$ cat config.mk
export PLATFORM = sky130hd
export DESIGN_NAME = fmap_burst_reader
export DESIGN_NICKNAME = d
export VERILOG_FILES = /design/src/rtl/fmap_burst_reader.sv
export SDC_FILE = /design/constraint.sdc
export NUM_CORES = 1
export LEC_CHECK = 0
export ABC_AREA = 1
export CAP_MARGIN = 15
export CORE_UTILIZATION = 35
export CTS_BUF_LIST = sky130_fd_sc_hd__clkbuf_2 sky130_fd_sc_hd__clkbuf_4 sky130_fd_sc_hd__clkbuf_8
export DETAILED_ROUTE_END_ITERATION = 10
export DONT_BUFFER_PORTS = 1
export SYNTH_ARGS = -nofsm -noshare
export SYNTH_HDL_FRONTEND = slang
export SYNTH_SLANG_ARGS = --single-unit
$ cat constraint.sdc
create_clock -name clk -period 8.08 [get_ports clk]
set_clock_uncertainty 0.2 [all_clocks]
set_input_delay 1.616 -clock clk [delete_from_list [all_inputs] [get_ports clk]]
set_output_delay 1.616 -clock clk [all_outputs]
set_load 0.03 [all_outputs]
$ cat src/rtl/fmap_burst_reader.sv
// fmap_burst_reader: streams a run of consecutive feature-map words out of the
// ping-pong memory as LANES-wide beats over valid/ready. Reads have one cycle
// of latency, so a small beat FIFO holds the returned data. Reads are only
// issued when the FIFO has room for them, so no data is lost under backpressure.
module fmap_burst_reader #(
  parameter int DATA_W     = 16,
  parameter int LANES      = 16,
  parameter int ADDR_W     = 32,
  parameter int FIFO_DEPTH = 4
) (
  input  logic                      clk,
  input  logic                      rst,
  input  logic                      start,
  input  logic [ADDR_W-1:0]         base_addr,
  input  logic [31:0]               num_words,
  output logic                      busy,
  output logic                      done,
  output logic                      mem_rden,
  output logic [ADDR_W-1:0]         mem_addr,
  input  logic [LANES*DATA_W-1:0]   mem_rdata,
  output logic                      out_valid,
  input  logic                      out_ready,
  output logic [LANES*DATA_W-1:0]   out_data,
  output logic                      out_last,
  output logic [$clog2(LANES):0]    out_count
);

  localparam int LSH    = $clog2(LANES);
  localparam int IDX_W  = 32 - LSH;
  localparam int CNT_W  = LSH + 1;
  localparam int PW     = $clog2(FIFO_DEPTH);
  localparam int FCW    = PW + 1;
  localparam int BEAT_W = LANES * DATA_W;
  localparam logic [FCW-1:0] DEPTH_C = FCW'(FIFO_DEPTH);

  typedef enum logic [1:0] {IDLE, ISSUE, DRAIN, FIN} state_t;

  state_t             state, state_nxt;
  logic [ADDR_W-1:0]  base_r, addr_hold, addr_cur;
  logic [IDX_W-1:0]   last_idx, issue_idx;
  logic [CNT_W-1:0]   tail_cnt;
  logic [31:0]        num_m1;
  logic               issue_last, can_issue;
  logic               vld_p1, last_p1;
  logic [CNT_W-1:0]   cnt_p1;
  logic               push, pop;
  logic [FCW-1:0]     fifo_count;
  logic [PW-1:0]      wr_ptr, rd_ptr;
  logic [BEAT_W-1:0]  f_data [FIFO_DEPTH];
  logic               f_last [FIFO_DEPTH];
  logic [CNT_W-1:0]   f_cnt  [FIFO_DEPTH];

  // Zero every lane at or beyond the valid-lane count of a tail beat.
  function automatic logic [BEAT_W-1:0] mask_tail(input logic [BEAT_W-1:0] d,
                                                   input logic [CNT_W-1:0]  n);
    logic [BEAT_W-1:0] r;
    r = d;
    for (int i = 0; i < LANES; i++)
      if (CNT_W'(i) >= n) r[i*DATA_W +: DATA_W] = '0;
    return r;
  endfunction

  // Last beat index is (num_words-1)/LANES, which always fits the beat counter.
  assign num_m1     = num_words - 32'd1;
  assign addr_cur   = base_r + ADDR_W'({issue_idx, {LSH{1'b0}}});
  assign issue_last = (issue_idx == last_idx);
  assign can_issue  = (fifo_count + FCW'(vld_p1)) < DEPTH_C;
  assign push       = vld_p1;
  assign pop        = out_valid & out_ready;
  assign busy       = (state != IDLE);
  assign mem_addr   = mem_rden ? addr_cur : addr_hold;

  // State register.
  always_ff @(posedge clk) begin
    if (rst) state <= IDLE;
    else     state <= state_nxt;
  end

  // Next state, read issue and done pulse.
  always_comb begin
    state_nxt = state;
    mem_rden  = 1'b0;
    done      = 1'b0;
    case (state)
      IDLE:  if (start) state_nxt = (num_words == 32'd0) ? FIN : ISSUE;
      ISSUE: if (can_issue) begin
               mem_rden = 1'b1;
               if (issue_last) state_nxt = DRAIN;
             end
      DRAIN: if (!vld_p1 && ((fifo_count - FCW'(pop)) == FCW'(0))) state_nxt = FIN;
      FIN:   begin
               done      = 1'b1;
               state_nxt = IDLE;
             end
      default: state_nxt = IDLE;
    endcase
  end

  // Transfer descriptor, latched only when a start is accepted.
  always_ff @(posedge clk) begin
    if (state == IDLE && start) begin
      base_r   <= base_addr;
      last_idx <= num_m1[31:LSH];
      tail_cnt <= CNT_W'(num_m1[LSH-1:0]) + CNT_W'(1);
    end
  end

  // Beat counter, held address and in-flight flag; reset squashes a pending read.
  always_ff @(posedge clk) begin
    if (rst) begin
      issue_idx <= '0;
      addr_hold <= '0;
      vld_p1    <= 1'b0;
    end else begin
      vld_p1 <= mem_rden;
      if (state == IDLE && start) issue_idx <= '0;
      else if (mem_rden) begin
        issue_idx <= issue_idx + IDX_W'(1);
        addr_hold <= addr_cur;
      end
    end
  end

  // ---- p0 -> p1: beat tag travels alongside the outstanding read ----
  always_ff @(posedge clk) begin
    if (mem_rden) begin
      last_p1 <= issue_last;
      cnt_p1  <= issue_last ? tail_cnt : CNT_W'(LANES);
    end
  end

  // ---- p1 -> FIFO: returned data masked and stored with its tag ----
  always_ff @(posedge clk) begin
    if (push) begin
      f_data[wr_ptr] <= mask_tail(mem_rdata, cnt_p1);
      f_last[wr_ptr] <= last_p1;
      f_cnt[wr_ptr]  <= cnt_p1;
    end
  end

  // FIFO pointers and occupancy; push and pop may coincide on a full FIFO.
  always_ff @(posedge clk) begin
    if (rst) begin
      wr_ptr     <= '0;
      rd_ptr     <= '0;
      fifo_count <= '0;
    end else begin
      if (push) wr_ptr <= wr_ptr + PW'(1);
      if (pop)  rd_ptr <= rd_ptr + PW'(1);
      fifo_count <= fifo_count + FCW'(push) - FCW'(pop);
    end
  end

  // FIFO head drives the output; everything reads zero while nothing is valid.
  always_comb begin
    out_valid = (fifo_count != FCW'(0));
    out_data  = out_valid ? f_data[rd_ptr] : '0;
    out_last  = out_valid ? f_last[rd_ptr] : 1'b0;
    out_count = out_valid ? f_cnt[rd_ptr]  : '0;
  end

endmodule

==> impl_metrics.py <==
metrics = {
    "status": {
        "status": "completed",
    },
    "worst_setup_path": {
        "path_buf_inv": 2,
        "timing.rr.start": "cnt_p1[3]$_SDFFCE_PN0P_",
        "crit_path_start_kind": "flip-flop",
        "path_delay_family": "buffers and inverters",
        "reg2regPathDepth": 7,
        "r2r_slack_ns": 4.55,
        "critPathCaptureType": "output port",
        "crit_chain": "inv_8, buf_12, o21ai_0, a21oi_1",
        "crit_fanout": 195,
        "cpPeakStageDelay_ns": 0.84,
        "cp_slowest_cell": "a21oi_1",
        "r2r-end": "f_data[0][1]$_DFFE_PP_",
        "required_ns": 6.26,
        "cp-endpoint": "out_data[155]",
        "cp.arrival_ns": 4.24,
        "crit_type": "flip-flop to output port",
        "cp.depth": 4,
    },
    "floorplanning": {
        "die_x_um": 386,
        "coreArea_um2": 146000,
        "rows": 140,
        "start_util": 0.353,
        "die_area_um2": 149000,
        "pin_count": 622,
        "fp.dieH_um": 386,
    },
    "timing": {
        "setup_tns_ns": 0,
        "hold_viol": 0,
        "hold_slack_ns": 0.258,
        "setup_ws_ns": 2.02,
        "slew_headroom": 0.188,
        "tightestPinTransition_ns": 1.22,
        "fin_crit_ns": 6.06,
        "setup_viol": 0,
        "fin_crit_sh": 0.750,
        "slew_violations": 0,
        "grt_setup_unrepaired": "false",
        "fmax_mhz": 165,
    },
    "cts": {
        "clk_pin_slew_ns": 0.06,
        "cts_sinks": 1191,
        "insertion_delay_ns": 0.94,
        "clock_path_buffers": 3,
        "ctsResizeCount": 0,
        "ctsHtreeMaxLevel": 4,
        "cts_root_buffer": "clkbuf_8",
        "cts_hold_buf": 0,
        "cts_tree": "yes",
        "postCtsSetupRepairBufs": 0,
        "cts_buffers": 200,
    },
    "pwr": {
        "pwr-share-seq": 0.397,
        "combPwrFrac": 0.317,
        "clkPwrFrac": 0.286,
        "p_per_area_nw_per_um2": 327,
        "switching_power_mw": 7.74,
        "internal_power_mw": 11.0,
        "swShare": 0.413,
        "power.leakage_nw": 21.3,
        "power_mw": 18.7,
        "peakVddDrop_uv": 222,
    },
    "yosys": {
        "synth_top_area_cell": "edfxtp_1",
        "syn_avg_cell_area_um2": 10.4,
        "synth_cell_type_count": 43,
        "ys.flop_type": "edfxtp_1",
        "synth-seq-cells": 1191,
        "yosys.area.top_type_share": 0.652,
        "synth.net_count": 5328,
        "netlist_area_um2": 51500,
        "synth_area_leaders": "edfxtp_1 65%, nor2_1 10%, o21ai_0 5.5%",
        "ys_warn_count": 0,
        "syn_inst": 4959,
        "async_flop_share": 0,
        "ys_seq_area_frac": 0.680,
        "synth_edf_count": 1119,
    },
    "detailed_routing": {
        "wl_met2_mm": 67.5,
        "top_layer": "met5",
        "drt_iter0_markers": 2237,
        "vias": 34600,
        "drc": 0,
        "post_drt_wl_per_cell_um": 20.2,
        "wl_met3_mm": 10.5,
        "routed_wl_mm": 142,
        "viasPerCell": 4.92,
        "wl_met1_mm": 59.6,
        "dr.pass1.iters": 6,
        "ant_nets": 0,
    },
    "placement": {
        "place_ws_ns": 2.93,
        "place_area_um2": 53400,
        "dp.cells": 6671,
        "gp_congestion": 0.881,
        "portBuffers": 0,
        "dp_hpwl_mm": 85.6,
    },
    "global_route": {
        "overflow": 0,
        "grt_max_degree": 196,
        "grt_pass1_vias": 32900,
        "gr-usage-all-layers": 0.185,
        "grt_pass1_wl_mm": 207,
        "antenna_found_initial": 27,
    },
    "cells_and_area": {
        "drive_gt1_frac": 0.0752,
        "final_util": 0.393,
        "layout.nets": 5325,
        "final_cells": 7039,
        "area_growth_pct": 11.4,
        "final_common_cell": "nor2_1",
        "final_cell_area_um2": 57400,
        "final_cell_mix": "1421 x nor2_1, 1119 x edfxtp_1, 571 x o21ai_0",
        "n_fill_cell": 14100,
    },
    "flow_run": {
        "maxCapViolCount": 0,
    },
    "min_path": {
        "hp-class": "flip-flop to flip-flop",
    },
}
[per-layer routing]
metal | global-route usage | up-vias
met5 | 0 | -
met4 | 0.0729 | 22
met2 | 0.298 | 1047
met1 | 0.234 | 16600
met3 | 0.0509 | 268
li1 | - | 16600
[how the worst min path moves through the flow]
stage / cells after the start / to / from / slack [ns]
finish: 2 / flip-flop / rd_ptr[1]$_SDFFE_PP0N_ / 0.26
global route: 1 / rd_ptr[0]$_SDFFE_PP0N_ / rd_ptr[0]$_SDFFE_PP0N_ / 0.29
CTS: 2 / flip-flop / rd_ptr[1]$_SDFFE_PP0N_ / 0.26
detailed placement: 2 / flip-flop / rd_ptr[1]$_SDFFE_PP0N_ / 0.25
global placement: 2 / flip-flop / rd_ptr[1]$_SDFFE_PP0N_ / 0.23
floorplan: 2 / flip-flop / rd_ptr[1]$_SDFFE_PP0N_ / 0.24
[cell type report]
type                            count  area (um2)  share of cell area
Tap cell                         1917        2400              0.0418
Timing Repair Buffer               41         408             0.00711
Inverter                          482        1860              0.0323
Clock buffer                      250        3130              0.0545
Sequential cell                  1191       35100               0.611
Multi-Input combinational cell   3040       13700               0.239
Clock inverter                    102         808              0.0141
Antenna cell                       16        40.0            0.000698
[worst min-delay path, delay by kind of cell (launching register included)]
family / cells / cell delay [ns]
AO/OA/AOI/OAI: 1 / 0.07
flip-flops: 1 / 0.29
buffers and inverters: 1 / 0.06
[sequential cells by signal, summed over array words and instances (netlist names), named ones only]
| register | count |
|---|---|
| fifo_count | 3 |
| base_r | 32 |
| issue_idx | 28 |
| state | 2 |
| f_last | 4 |
| wr_ptr | 2 |
| tail_cnt | 5 |
| push | 1 |
| addr_hold | 32 |
| f_cnt | 20 |
| last_p1 | 1 |
| cnt_p1 | 5 |
| rd_ptr | 2 |
| f_data | 1024 |
| last_idx | 28 |
[kinds of logic (layout without fill, tap and decap cells)]
group | Yosys count | count (layout) | synth area share
AND/OR/NAND/NOR | 2012 | 2012 | 0.153
AO/OA/AOI/OAI | 909 | 909 | 0.0890
buffers and inverters | 728 | 875 | 0.0547
XOR/XNOR | 74 | 74 | 0.0127
adder cells (fa/ha/maj) | 45 | 45 | 0.0111
other | 0 | 16 | 0
flip-flops | 1191 | 1191 | 0.680
[power groups by stage]
stage               registers, mW  logic [mW]  clock network (mW)
floorplan                    7.54        4.57                   0
global placement             7.56        5.95                   0
detailed placement           7.57        5.99                   0
CTS                          7.45        6.00                5.50
global route                 7.48        6.38                5.75
finish                       7.44        5.94                5.36
[cells in the mapped netlist, drive strengths merged (26+ instances only)]
| master | number |
|---|---|
| dfxtp | 72 |
| clkbuf | 147 |
| buf | 99 |
| edfxtp | 1119 |
| nand3 | 79 |
| nand2 | 443 |
| a21oi | 316 |
| nor2 | 1432 |
| inv | 482 |
| o21ai | 579 |
| xnor2 | 38 |
| nor3 | 26 |
| xor2 | 36 |
| ha | 44 |
Note: power is estimated with default switching activity, not from simulation.
